<file path="src/rtl/md_hazard_ctrl_pkg.sv">
// Shared encodings for the hazard/multiply-divide controller: forwarding selects,
// the unused-Tuse marker, MD sequencer states and the forwarding-select helper.
package md_hazard_ctrl_pkg;

   localparam logic [1:0] FWD_RF    = 2'd0;
   localparam logic [1:0] FWD_M     = 2'd1;
   localparam logic [1:0] FWD_W     = 2'd2;
   localparam logic [1:0] TUSE_NONE = 2'd3;

   typedef enum logic [1:0] {
      IDLE = 2'd0,
      MULT = 2'd1,
      DIV  = 2'd2
   } md_state_t;

   // M wins over W; an M producer still computing (tnew != 0) cannot forward yet.
   function automatic logic [1:0] fwd_sel(input logic [4:0] src,
                                          input logic [4:0] m_wreg,
                                          input logic [1:0] m_tnew,
                                          input logic [4:0] w_wreg);
      logic [1:0] sel;
      sel = FWD_RF;
      if (src != 5'd0) begin
         if (src == m_wreg && m_tnew == 2'd0) sel = FWD_M;
         else if (src == w_wreg)              sel = FWD_W;
      end
      return sel;
   endfunction

endpackage

</file>
<file path="src/rtl/md_hazard_ctrl_md_busy_fsm.sv">
// HI/LO unit occupancy tracker: after a start it reports busy for exactly
// MULT_CYC or DIV_CYC cycles; starts seen while busy are ignored.
module md_busy_fsm
   import md_hazard_ctrl_pkg::*;
#(
   parameter int MULT_CYC = 5,
   parameter int DIV_CYC  = 10
) (
   input  logic clk,
   input  logic reset,
   input  logic md_start,
   input  logic md_div,
   output logic md_busy
);

   md_state_t  state, state_nxt;
   logic [3:0] cnt, cnt_nxt;

   // NOTE: state flops use non-blocking assignment so every flop samples pre-edge values.
   always_ff @(posedge clk or negedge reset) begin
      if (!reset) begin
         state <= IDLE;
         cnt   <= 4'd0;
      end else begin
         state <= state_nxt;
         cnt   <= cnt_nxt;
      end
   end

   // NOTE: defaults first so no path through the case leaves a latch behind.
   always_comb begin
      state_nxt = state;
      cnt_nxt   = cnt;
      unique case (state)
         IDLE: begin
            if (md_start) begin
               state_nxt = md_div ? DIV : MULT;
               cnt_nxt   = md_div ? 4'(DIV_CYC - 1) : 4'(MULT_CYC - 1);
            end
         end
         MULT, DIV: begin
            if (cnt == 4'd0) state_nxt = IDLE;
            else             cnt_nxt   = cnt - 4'd1;
         end
         default: state_nxt = IDLE;
      endcase
   end

   assign md_busy = (state != IDLE);

endmodule

</file>
<file path="src/rtl/md_hazard_ctrl.sv">
// Pipeline hazard controller: D-stage stall from Tuse/Tnew and HI/LO occupancy,
// plus D/E forwarding selects. Define HAZARD_FWD_EN to enable forwarding.
module md_hazard_ctrl
   import md_hazard_ctrl_pkg::*;
#(
   parameter int MULT_CYC = 5,
   parameter int DIV_CYC  = 10
) (
   input  logic       clk,
   input  logic       reset,
   input  logic [4:0] d_rs,
   input  logic [4:0] d_rt,
   input  logic [1:0] d_tuse_rs,
   input  logic [1:0] d_tuse_rt,
   input  logic       d_is_md,
   input  logic [4:0] e_rs,
   input  logic [4:0] e_rt,
   input  logic [4:0] e_wreg,
   input  logic [4:0] m_wreg,
   input  logic [4:0] w_wreg,
   input  logic [1:0] e_tnew,
   input  logic [1:0] m_tnew,
   input  logic       e_md_start,
   input  logic       e_md_div,
   output logic       stall,
   output logic       d_hold,
   output logic       pc_en,
   output logic       e_clr,
   output logic       md_busy,
   output logic [1:0] fwd_d_rs,
   output logic [1:0] fwd_d_rt,
   output logic [1:0] fwd_e_rs,
   output logic [1:0] fwd_e_rt
);

   logic stall_rs, stall_rt, stall_md;

   md_busy_fsm #(
      .MULT_CYC (MULT_CYC),
      .DIV_CYC  (DIV_CYC)
   ) u_md_busy_fsm (
      .clk      (clk),
      .reset    (reset),
      .md_start (e_md_start),
      .md_div   (e_md_div),
      .md_busy  (md_busy)
   );

`ifdef HAZARD_FWD_EN
   // Tuse of TUSE_NONE can never be exceeded by a 2-bit Tnew, so unused sources never stall.
   assign stall_rs = (d_rs != 5'd0) &&
                     ((d_rs == e_wreg && e_tnew > d_tuse_rs) ||
                      (d_rs == m_wreg && m_tnew > d_tuse_rs));
   assign stall_rt = (d_rt != 5'd0) &&
                     ((d_rt == e_wreg && e_tnew > d_tuse_rt) ||
                      (d_rt == m_wreg && m_tnew > d_tuse_rt));

   assign fwd_d_rs = fwd_sel(d_rs, m_wreg, m_tnew, w_wreg);
   assign fwd_d_rt = fwd_sel(d_rt, m_wreg, m_tnew, w_wreg);
   assign fwd_e_rs = fwd_sel(e_rs, m_wreg, m_tnew, w_wreg);
   assign fwd_e_rt = fwd_sel(e_rt, m_wreg, m_tnew, w_wreg);
`else
   // Without bypass paths any pending E/M writer blocks the read; W is covered by regfile write-through.
   assign stall_rs = (d_rs != 5'd0) && (d_rs == e_wreg || d_rs == m_wreg);
   assign stall_rt = (d_rt != 5'd0) && (d_rt == e_wreg || d_rt == m_wreg);

   assign fwd_d_rs = FWD_RF;
   assign fwd_d_rt = FWD_RF;
   assign fwd_e_rs = FWD_RF;
   assign fwd_e_rt = FWD_RF;

   logic unused_nofwd;
   assign unused_nofwd = ^{d_tuse_rs, d_tuse_rt, e_rs, e_rt, w_wreg, e_tnew, m_tnew};
`endif

   assign stall_md = d_is_md && (md_busy || e_md_start);
   assign stall    = stall_rs || stall_rt || stall_md;
   assign d_hold   = stall;
   assign pc_en    = !stall;
   assign e_clr    = stall;

endmodule

</file>
<file path="config.mk">
export PLATFORM = sky130hd
export DESIGN_NAME = md_hazard_ctrl
export DESIGN_NICKNAME = d
export VERILOG_FILES = /design/src/rtl/md_hazard_ctrl_pkg.sv /design/src/rtl/md_hazard_ctrl_md_busy_fsm.sv /design/src/rtl/md_hazard_ctrl.sv
export SDC_FILE = /design/constraint.sdc
export NUM_CORES = 1
export LEC_CHECK = 0
export BUFFER_PORTS_ARGS = -buffer_cell sky130_fd_sc_hd__buf_2
export CAP_MARGIN = 40
export CORE_UTILIZATION = 38
export CTS_CLUSTER_SIZE = 12
export DETAILED_ROUTE_END_ITERATION = 8
export GPL_ROUTABILITY_DRIVEN = 0
export PLACE_DENSITY_LB_ADDON = 0.08
export SLEW_MARGIN = 20
export SYNTH_ARGS = -nofsm -noshare
export SYNTH_HDL_FRONTEND = slang
export SYNTH_SLANG_ARGS = --single-unit
</file>
<file path="constraint.sdc">
create_clock -name clk -period 1.89 [get_ports clk]
set_input_delay 0.378 -clock clk [delete_from_list [all_inputs] [get_ports clk]]
set_output_delay 0.378 -clock clk [all_outputs]
set_load 0.05 [all_outputs]
</file>
Yosys cells after proc, flatten, opt, wreduce, memory -nomap -nowiden
Cells that the tools add are included.
{"block": "totals", "reg_bits": 6, "latch_bits": 0, "ramBits": 0, "mem_bits_ro": 0, "input_bits": 48, "word_cells": 38, "n_memories": 0}
{"block": "op_classes", "n_addsub": 1, "n_mul": 0, "div_mod_pow": 0, "n_lt_le_gt_ge": 0, "eq_ne": 9, "shifts": 0, "muxes": 8, "bitwise_logic": 0, "reduce_logical": 18}
{"op": "$eq A5 B5 Y1", "count": 4}
{"op": "$mux W4", "count": 3}
{"op": "$reduce_bool A5 Y1", "count": 2}
{"op": "$pmux W4 S2", "count": 1}
{"op": "$mux W2", "count": 3}
{"op": "$logic_or A1 B1 Y1", "count": 5}
{"op": "$logic_not A4 Y1", "count": 1}
{"op": "$ne A2 B2 Y1 const B", "count": 2}
{"op": "$pmux W2 S2", "count": 1}
{"op": "$reduce_bool A2 Y1", "count": 2}
{"op": "$sub A4 B1 Y4 const B", "count": 1}
{"op": "$logic_and A1 B1 Y1", "count": 3}
{"op": "$reduce_and A3 Y1", "count": 1}
{"op": "$eq A2 B1 Y1 const B", "count": 1}
{"op": "$eq A2 B2 Y1 const B", "count": 1}
{"op": "$logic_not A2 Y1", "count": 1}
{"op": "$ne A2 B1 Y1 const B", "count": 1}
{"op": "$reduce_and A2 Y1", "count": 1}
{"op": "$reduce_or A2 Y1", "count": 1}
{"op": "$logic_not A1 Y1", "count": 1}

Longest topological paths before layout
Gate-level depths: netlist of the first run.
{"block": "logic_depth", "word_depth": 6, "mapped_depth": 8, "mapped_depth_nobuf": 7}

Cells and area by module
Synthesis of the first run repeated with hierarchy kept, for this count alone.
{"block": "unflattened", "hier_cells": 89, "area_unflattened_um2": 750.7}
{"module": "md_busy_fsm", "instances": 1, "cells_per_inst": 43, "area_per_inst_um2": 405.4}
{"module": "md_hazard_ctrl", "instances": 1, "cells_per_inst": 46, "area_per_inst_um2": 345.3}

Worst setup path after synthesis of the first run
OpenSTA, ideal clock, no wires.
{"block": "synth_timing", "path_kind": "flip-flop to output port", "startpoint": "reg u_md_busy_fsm.state[0]", "endpoint": "out e_clr", "t_arrival_ns": 1.886, "slack_ns": -0.374, "stages_incl_launch_ff": 7, "path_cell_list": "dfrtp_1 > inv_1 > ha_1 > inv_1 > o21ai_0 > nand3_1 > buf_4"}
{"block": "synth_between", "elab_chain_len": 4}
{"element": "start, declared", "line": "md_hazard_ctrl_md_busy_fsm.sv:16", "text": "md_state_t state, state_nxt;"}
{"element": "start signal, assigned", "line": "md_hazard_ctrl_md_busy_fsm.sv:25", "text": "state <= state_nxt;"}
{"element": "$reduce_bool A2 Y1", "line": "md_hazard_ctrl_md_busy_fsm.sv:49", "text": "assign md_busy = (state != IDLE);"}
{"element": "net md_busy", "line": "md_hazard_ctrl.sv:29", "text": "output logic md_busy,"}
{"element": "$logic_or A1 B1 Y1", "line": "md_hazard_ctrl.sv:76", "text": "assign stall_md = d_is_md && (md_busy || e_md_start);"}
{"element": "$logic_and A1 B1 Y1", "line": "md_hazard_ctrl.sv:76"}
{"element": "$logic_or A1 B1 Y1", "line": "md_hazard_ctrl.sv:77", "text": "assign stall = stall_rs || stall_rt || stall_md;"}
{"element": "end, declared", "line": "md_hazard_ctrl.sv:28", "text": "output logic e_clr,"}
The timed path passes the listed nets, and every way through them passes these cells.

Final worst setup path of the first run
{"block": "layout_timing", "startpoint": "in d_rs[4]", "endpoint": "out stall"}
{"block": "layout_between", "elab_chain_len": 5, "word_cells_on_any_way": 7, "classes_between": "eq/ne (2); reduce/logical (5)"}
{"element": "start, declared", "line": "md_hazard_ctrl.sv:11", "text": "input logic [4:0] d_rs,"}
{"element": "$eq A5 B5 Y1", "line": "md_hazard_ctrl.sv:64", "text": "assign stall_rs = (d_rs != 5'd0) && (d_rs == e_wreg || d_rs == m_wreg);"}
{"element": "$logic_or A1 B1 Y1", "line": "md_hazard_ctrl.sv:64"}
{"element": "$logic_and A1 B1 Y1 *", "line": "md_hazard_ctrl.sv:64"}
{"element": "$logic_or A1 B1 Y1 * (2 in a row)", "line": "md_hazard_ctrl.sv:77"}
{"element": "end, declared", "line": "md_hazard_ctrl.sv:25", "text": "output logic stall,"}
Every way passes the cells marked *; elsewhere a longest branch is shown, timed or not.

==> results of run 1 <==
## cells by family after synthesis
family	count (synthesis)
simple gates	24
other cells	1
fa+ha+maj	2
flops	6
compound gates	18
buf+inv	16
xor+xnor	20
## what timing repair did
item / CTS / global route
gates resized for setup: 17 / 20
hold endpoints to repair: 6 / 0
hold buffers: 1 / 0
pin swaps: 5 / 10
endpoints found under the setup margin: 4 / 4
## report_power, final
part | internal, uW | switching [uW]
Clock | 71.8 | 45.7
Combinational | 400 | 521
Sequential | 191 | 45.5
## worst max path at each step
| stage | startpoint | end | slack [ps] | depth (start not counted) |
|---|---|---|---|---|
| floorplan | d_rs[1] | e_clr | -20 | 4 |
| global placement | d_rs[1] | pc_en | -130 | 5 |
| detailed placement | d_rs[1] | e_clr | -140 | 8 |
| CTS | d_rs[4] | e_clr | -60 | 6 |
| global route | d_rs[4] | d_hold | -80 | 6 |
| finish | d_rs[4] | stall | -60 | 6 |
## area by class of cell
cell class                 count  area [sq um]
inverter                       5         18.77
multi-input combinational     72         604.3
clock buffer                   3         22.52
timing repair buffer          44         342.8
fill                         153         575.6
tap                           25         31.28
sequential                     6         150.1
## flip-flops by register name, summed over array words and instances, names as in the netlist
| signal | cells |
|---|---|
| u_md_busy_fsm.state | 2 |
| u_md_busy_fsm.cnt | 4 |
## stage by stage
step	utilization [%]	setup TNS, ps	worst slack, ps
final	67.03	-215.7	-62.55
after global routing	67.03	-292.5	-81.09
after CTS	60.72	-198.3	-61.01
after detailed placement	55.20	-536.3	-138.9
after global placement	55.20	-456.8	-132.5
after floorplan	-	-32.51	-16.25
## routing by layer
metal  GRT usage [%]  wire (um)  vias up  part of all wire [%]
li1                -          -      369                     -
met2           31.43        914       20                    52
met4           9.091         29        0                   1.7
met5               0          0        -                     0
met1           20.39        744      326                    42
met3           3.571         65        4                   3.7
## placed cells by master, fill, tap and decap left out
master | synthesis | final
nand3b_1 | 2 | 2
a211oi_4 | 1 | 1
and3_4 | 0 | 1
o21ai_2 | 0 | 1
conb_1 | 1 | 8
clkbuf_4 | 0 | 3
o41ai_1 | 1 | 1
nand2_1 | 4 | 4
and2b_1 | 1 | 1
nand3_2 | 0 | 1
nor3_1 | 3 | 1
o32ai_4 | 0 | 1
xnor2_2 | 0 | 3
nor2_1 | 2 | 2
o31ai_1 | 1 | 1
nand3_4 | 0 | 1
dlygate4sd3_1 | 0 | 1
buf_6 | 0 | 6
buf_8 | 0 | 5
inv_1 | 5 | 5
or4_4 | 1 | 2
o22ai_4 | 0 | 1
xor2_1 | 6 | 6
ha_1 | 2 | 1
a21oi_1 | 3 | 3
buf_2 | 0 | 20
nand3_1 | 7 | 5
nor2b_1 | 1 | 1
ha_4 | 0 | 1
xnor2_1 | 14 | 11
o21ai_4 | 0 | 1
nor3b_2 | 1 | 1
dfrtp_1 | 6 | 6
buf_4 | 11 | 12
nor3_2 | 0 | 2
o21ai_0 | 9 | 8
==> impl_metrics.env, run 1 <==
export IMPL_arrival_ps=1570
export IMPL_synth_top_family_by_area="XOR/XNOR gates"
export IMPL_die_width_um=45.44
export IMPL_synth_compound_area_share_pct=17.10
export IMPL_critPathMaxStageDelay_ps=550
export IMPL_period_share_pct=103.3
export IMPL_grt_util_all_layers_pct=17.95
export IMPL_avgSynthCellArea_sq_um=8.241
export IMPL_yosysTopAreaCellShare_pct=20.94
export IMPL_crit_buf_inv=3
export IMPL_path_cells="buf_8, or4_4, o21ai_4, buf_6, nand3_4, buf_8"
export IMPL_syn_to_final_growth_pct=63.18
export IMPL_p_total_uw=1275
export IMPL_htree_levels=1
export IMPL_min_delay_start="e_md_div"
export IMPL_ys_ff_latch=6
export IMPL_grt_max_degree=8
export IMPL_layout_drive_gt1_share_pct=48.46
export IMPL_grt_overflow=0
export IMPL_finalHoldWorstSlack_ps=393.5
export IMPL_synthTopCellsByArea="dfrtp_1, xnor2_1, buf_4"
export IMPL_clock_sinks=6
export IMPL_drv_cap=0
export IMPL_grt_pass1_wl_um=2580
export IMPL_dpl_instance_area_sq_um=963.4
export IMPL_fin_ws_ps=-62.55
export IMPL_instances_no_fill=155
export IMPL_dominantRegCellSynth="dfrtp_1"
export IMPL_insertion_delay_ps=240
export IMPL_post_place_cells=151
export IMPL_root_buffer="clkbuf_4"
export IMPL_clockBufferDepth=2
export IMPL_whs_path_depth=2
export IMPL_setup_viol=4
export IMPL_clkTransAtPathRegs_ps=40
export IMPL_antenna_found_initial=0
export IMPL_cp_max_fo=3
export IMPL_peakVddDrop_mv=0.9067
export IMPL_synthCells=87
export IMPL_timing_rr_end="u_md_busy_fsm.cnt[1]"
export IMPL_critPathKind="in -> out"
export IMPL_cpMaxStageDelayCell="or4_4"
export IMPL_rr_startpoint="u_md_busy_fsm.cnt[0]"
export IMPL_ant_nets=0
export IMPL_fin_crit_ps=1953
export IMPL_yosys_area_share_xor_xnor_pct=24.43
export IMPL_drtIter0Drc=8
export IMPL_power_density_mw_per_mm2=1090
export IMPL_synth_mux_area_share_pct=0
export IMPL_p_leak_uw=0.0005232
export IMPL_placementRows=15
export IMPL_yosysTopAreaCell="dfrtp_1"
export IMPL_hpwlAfterDp_um=1338
export IMPL_worst_path_most_repeated_cell="buf_8"
export IMPL_io_buffer_count=29
export IMPL_drc=0
export IMPL_outcome="finished with violations"
export IMPL_synth_cell_type_count=26
export IMPL_diodes=0
export IMPL_start_util_pct=41.08
export IMPL_postCtsSetupRepairBufs=0
export IMPL_io_pins=61
export IMPL_core_sq_mm=0.001745
export IMPL_cp_required_ps=1510
export IMPL_r2r_setup_slack_ps=290
export IMPL_skew_ps=2.196
export IMPL_rsz0062_at_grt="yes"
export IMPL_dr_pass1_iters=2
export IMPL_ys_async_sr_fraction_pct=100.0
export IMPL_final_area_sq_mm=0.001170
export IMPL_reg2regPathDepth=7
export IMPL_viasPerCell=4.639
export IMPL_synth_most_common_cell="xnor2_1"
export IMPL_hold_path_class="in -> reg"
export IMPL_cts_tree="done"
export IMPL_hold_path_end="u_md_busy_fsm.state[0]"
export IMPL_drv_slew=0
export IMPL_wirelength_um=1754
export IMPL_start_kind="primary input"
export IMPL_synth_common_cells="xnor2_1, buf_4, o21ai_0"
export IMPL_synth_edf_count=0
export IMPL_hold_violations=0
export IMPL_critPathTopFamily="simple AND/OR/NAND/NOR gates"
export IMPL_ys_warn_count=0
export IMPL_dieArea_sq_mm=0.002064
export IMPL_max_freq_mhz=512.2
export IMPL_end_kind="output port"
export IMPL_layout_nets=182
export IMPL_failed_checks="negative setup slack"
export IMPL_synthAdderAreaFrac_pct=3.490
export IMPL_cts_made_buffers=3
export IMPL_syn_area_sq_um=716.9
export IMPL_grt_pass1_vias=611
export IMPL_die_h_um=45.44
export IMPL_num_vias=719
export IMPL_yosysSeqAreaShare_pct=20.94
export IMPL_yosys_area_share_simple_pct=19.37
export IMPL_avgRoutedWirePerCell_um=11.32
(Power assumes the default switching activity.)
==> run 2: changes to the inputs <==
==> constraint.sdc (replaced) <==
create_clock -name clk -period 1.89 [get_ports clk]
set_input_delay 0.378 -clock clk [delete_from_list [all_inputs] [get_ports clk]]
set_output_delay 0.378 -clock clk [all_outputs]
set_load 0.005 [all_outputs]
==> run 2 against run 1 <==
- the flow now finishes without violations
- sequential power barely moved
- die area did not move
- fmax is 7.0% higher
- core utilization decreased by 16 points
- global-route usage decreased by 4.5 points
==> impl_metrics.env, run 2 (synthesis results as in run 1) <==
export IMPL_syn_to_final_growth_pct=23.39
export IMPL_antenna_found_initial=0
export IMPL_instances_no_fill=142
export IMPL_drv_cap=0
export IMPL_insertion_delay_ps=230
export IMPL_outcome="finished, final reports clean"
export IMPL_grt_pass1_vias=539
export IMPL_num_vias=670
export IMPL_cts_tree="done"
export IMPL_core_sq_mm=0.001745
export IMPL_grt_overflow=0
export IMPL_top_regs="u_md_busy_fsm.cnt (4), u_md_busy_fsm.state (2)"
export IMPL_nFillCells=177
export IMPL_root_buffer="clkbuf_4"
export IMPL_layout_common_cells="buf_2, xnor2_1, o21ai_0, conb_1, nand3_1"
export IMPL_die_h_um=45.44
export IMPL_period_share_pct=96.59
export IMPL_grt_util_all_layers_pct=13.49
export IMPL_post_place_cells=138
export IMPL_rsz0062_at_grt="no"
export IMPL_p_total_uw=930.6
export IMPL_power_density_mw_per_mm2=1052
export IMPL_htree_levels=1
export IMPL_fin_crit_ps=1826
export IMPL_layout_drive_gt1_share_pct=32.48
export IMPL_wirelength_um=1359
export IMPL_cp_max_fo=3
export IMPL_p_leak_uw=0.0004023
export IMPL_ant_nets=0
export IMPL_end_kind="output port"
export IMPL_arrival_ps=1450
export IMPL_grt_pass1_wl_um=2083
export IMPL_skew_ps=2.410
export IMPL_largest_register="u_md_busy_fsm.cnt"
export IMPL_clockBufferDepth=2
export IMPL_cp_required_ps=1510
export IMPL_clkTransAtPathRegs_ps=40
export IMPL_io_buffer_count=29
export IMPL_hold_path_class="in -> reg"
export IMPL_clock_sinks=6
export IMPL_hpwlAfterDp_um=1175
export IMPL_peakVddDrop_mv=0.8205
export IMPL_placementRows=15
export IMPL_diodes=0
export IMPL_largest_register_ff_count=4
export IMPL_cts_made_buffers=3
export IMPL_final_common_cell="buf_2"
export IMPL_drtIter0Drc=14
export IMPL_io_pins=61
export IMPL_drv_slew=0
export IMPL_layout_nets=169
export IMPL_die_width_um=45.44
export IMPL_hold_violations=0
export IMPL_setup_viol=0
export IMPL_dieArea_sq_mm=0.002064
export IMPL_drc=0
export IMPL_viasPerCell=4.718
export IMPL_dr_pass1_iters=4
export IMPL_start_kind="primary input"
export IMPL_r2r_setup_slack_ps=260
export IMPL_totalNegativeSetupSlack_ps=0
export IMPL_grt_max_degree=11
export IMPL_start_util_pct=41.08
export IMPL_avgRoutedWirePerCell_um=9.570
export IMPL_max_freq_mhz=547.8
export IMPL_postCtsSetupRepairBufs=0
export IMPL_critPathKind="in -> out"
[run 2: cell count changes in the layout (fill, tap and decap cells not counted), moves of 2 or more]
cell | previous run | this run
buf_4 | 12 | 1
nand3_1 | 5 | 7
buf_6 | 6 | 0
nor3_1 | 1 | 3
buf_2 | 20 | 29
xnor2_2 | 3 | 1
o21ai_1 | 0 | 2
xnor2_1 | 11 | 13
buf_8 | 5 | 0
nor3_2 | 2 | 0
[run 2: path summary, 6_finish.rpt]
path,startpoint,cells past startpoint,end
setup / recovery,d_rs[1],5,pc_en
hold / removal,e_md_div,2,u_md_busy_fsm.state[0]
setup reg to reg,u_md_busy_fsm.cnt[0],7,u_md_busy_fsm.cnt[2]
hold reg to reg,u_md_busy_fsm.state[1],2,u_md_busy_fsm.state[1]
max in group asynchronous,reset,2,u_md_busy_fsm.cnt[0]
min in group asynchronous,reset,2,u_md_busy_fsm.state[0]
[run 2: stage by stage]
step / utilization [%] / hold slack (ps) / worst slack, ps / area (sq um)
6_report: 50.68 / 402.4 / 64.48 / 884.6
5_1_grt: 50.68 / 420.6 / 3.683 / 884.6
4_1_cts: 50.25 / 395.9 / 55.98 / 877.1
3_5_place_dp: 48.39 / 210.6 / 56.46 / 844.6
3_3_place_gp: 48.39 / 213.5 / 49.37 / 844.6
2_1_floorplan: - / 82.41 / 191.1 / 743.2
[run 2: where the power goes]
part	switching, uW	internal (uW)
Clock	39.2	71.4
Sequential	44.5	191
Combinational	320	264
[run 2: worst max-delay path, cell delays in order]
cell and delay, ps:
buf_2 130, or4_1 510, o21ai_1 160, and3_1 160, buf_2 100
[run 2: routing by layer]
metal	vias up	wire length [um]	part of all wire [%]	track usage, %
met5	-	0	0	0
met2	19	647	48	21.43
met4	0	0	0	0
li1	346	-	-	-
met3	0	79	5.8	4.762
met1	305	632	47	18.72
[run 2: what timing repair did]
| action | in CTS | in global routing |
|---|---|---|
| endpoints found under the hold margin | 6 | 0 |
| gates resized for setup | 0 | 2 |
| setup endpoints to repair | 0 | 4 |
| hold buffers | 1 | 0 |
[run 2: layout make-up]
cell class	instances	area, sq um	area share [%]
Clock buffer	3	22.52	2.546
Inverter	5	18.77	2.122
Timing Repair Buffer	31	162.7	18.39
Multi-Input combinational cell	72	499.2	56.44
Tap cell	25	31.28	3.536
Sequential cell	6	150.1	16.97
==> run 3: changes to the inputs <==
--- a/config.mk
+++ b/config.mk
@@ -11,7 +11,7 @@
 export CTS_CLUSTER_SIZE = 12
 export DETAILED_ROUTE_END_ITERATION = 8
 export GPL_ROUTABILITY_DRIVEN = 0
-export PLACE_DENSITY_LB_ADDON = 0.08
+export PLACE_DENSITY_LB_ADDON = 0.2
 export SLEW_MARGIN = 20
 export SYNTH_ARGS = -nofsm -noshare
 export SYNTH_HDL_FRONTEND = slang
==> run 3 against run 2 <==
- wire length is 12% higher
- highest routed layer is now met4
- critical endpoint unchanged
- largest cell class unchanged
- register-to-register slack better by 50 ps
- count of clock-buffer cells in the layout stayed put
- largest power group unchanged
==> impl_metrics.env, run 3 (synthesis results as in run 1) <==
export IMPL_peakVddDrop_mv=0.6948
export IMPL_arrival_ps=1460
export IMPL_core_sq_mm=0.001745
export IMPL_final_common_cell="buf_2"
export IMPL_grt_max_degree=8
export IMPL_setup_viol=0
export IMPL_diodes=0
export IMPL_viasPerCell=4.685
export IMPL_hold_path_class="in -> reg"
export IMPL_avgRoutedWirePerCell_um=10.61
export IMPL_placementRows=15
export IMPL_hpwlAfterDp_um=1264
export IMPL_hold_violations=0
export IMPL_grt_pass1_vias=572
export IMPL_min_delay_start="e_md_div"
export IMPL_p_seq_share_pct=24.1
export IMPL_layout_common_cells="buf_2, xnor2_1, o21ai_0, conb_1, nand3_1"
export IMPL_clkTransAtPathRegs_ps=40
export IMPL_finalHoldWorstSlack_ps=377.3
export IMPL_drv_slew=0
export IMPL_htree_levels=1
export IMPL_cts_made_buffers=3
export IMPL_p_leak_uw=0.0004043
export IMPL_postCtsSetupRepairBufs=0
export IMPL_syn_to_final_growth_pct=26.53
export IMPL_dieArea_sq_mm=0.002064
export IMPL_start_util_pct=41.08
export IMPL_die_h_um=45.44
export IMPL_clkPwrFrac_pct=11.9
export IMPL_clockBufferDepth=2
export IMPL_largest_register="u_md_busy_fsm.cnt"
export IMPL_top_regs="u_md_busy_fsm.cnt (4), u_md_busy_fsm.state (2)"
export IMPL_p_sw_share_pct=43.24
export IMPL_root_buffer="clkbuf_4"
export IMPL_pwr_share_comb_pct=64.0
export IMPL_cts_tree="done"
export IMPL_critPathKind="in -> out"
export IMPL_layout_nets=170
export IMPL_fin_crit_ps=1834
export IMPL_grt_util_all_layers_pct=17.16
export IMPL_period_share_pct=97.02
export IMPL_rsz0062_at_grt="no"
export IMPL_power_density_mw_per_mm2=1078
export IMPL_ant_nets=0
export IMPL_end_kind="output port"
export IMPL_utilization_pct=51.97
export IMPL_grt_overflow=0
export IMPL_dr_pass1_iters=4
export IMPL_start_kind="primary input"
export IMPL_switching_power_uw=422.9
export IMPL_cp_max_fo=3
export IMPL_largest_register_ff_count=4
export IMPL_totalNegativeSetupSlack_ps=0
export IMPL_wirelength_um=1517
export IMPL_crit_path_start="d_rs[1]"
export IMPL_layout_drive_gt1_share_pct=36.44
export IMPL_cp_required_ps=1510
export IMPL_drv_cap=0
export IMPL_io_buffer_count=29
export IMPL_skew_ps=2.735
export IMPL_internal_power_uw=555.2
export IMPL_io_pins=61
export IMPL_grt_pass1_wl_um=2442
export IMPL_num_vias=670
export IMPL_insertion_delay_ps=250
export IMPL_max_freq_mhz=545.4
export IMPL_antenna_found_initial=0
export IMPL_rr_startpoint="u_md_busy_fsm.cnt[0]"
export IMPL_drc=0
export IMPL_drtIter0Drc=14
export IMPL_die_width_um=45.44
export IMPL_clock_sinks=6
export IMPL_outcome="finished, final reports clean"
-- run 3: final timing paths --
path	to	slack (ps)	cells past startpoint
max reg2reg	u_md_busy_fsm.cnt[1]	310	7
min reg2reg	u_md_busy_fsm.state[1]	500	2
min in group asynchronous	u_md_busy_fsm.state[0]	520	2
max	pc_en	60	5
max in group asynchronous	u_md_busy_fsm.cnt[1]	1220	2
min	u_md_busy_fsm.state[0]	380	2
-- run 3: per-stage QoR --
stage                     setup slack [ps]  total power (uW)  instances  area, sq um
after floorplan                      191.1             686.6         94        743.2
after global placement               50.99             828.2        139        852.1
after detailed placement             30.06             852.0        139        852.1
after CTS                            29.75             979.0        143        884.6
after global routing                 3.316              1102        143        907.1
final                                56.41             978.1        143        907.1
-- run 3: layer usage --
layer	wire length, um	track usage (%)	vias up
li1	-	-	345
met3	72	7.143	2
met1	697	22.44	302
met4	14	7.273	0
met5	0	0	-
met2	733	24.57	21
-- run 3: timing repair --
item	CTS	global route
setup endpoints to repair	0	4
endpoints found under the hold margin	6	0
gates resized for setup	0	6
hold buffers	1	0
-- run 3: cell type report --
class	instances	area, sq um
multi-input combinational	72	514.2
clock buffer	3	22.52
fill	186	838.3
tap	25	31.28
timing repair buffer	32	170.2
sequential	6	150.1
inverter	5	18.77
-- run 3: critical path, cell delays in order --
cell	delay [ps]
buf_2	120
or4_4	530
o21ai_2	160
and3_1	160
buf_2	100
-- run 3: power by group through the flow --
stage          registers [uW]  logic, uW  clock network, uW
3_5_place_dp              236        616                  0
5_1_grt                   244        725                134
6_report                  236        626                116
3_3_place_gp              236        593                  0
2_1_floorplan             227        459                  0
4_1_cts                   235        621                124
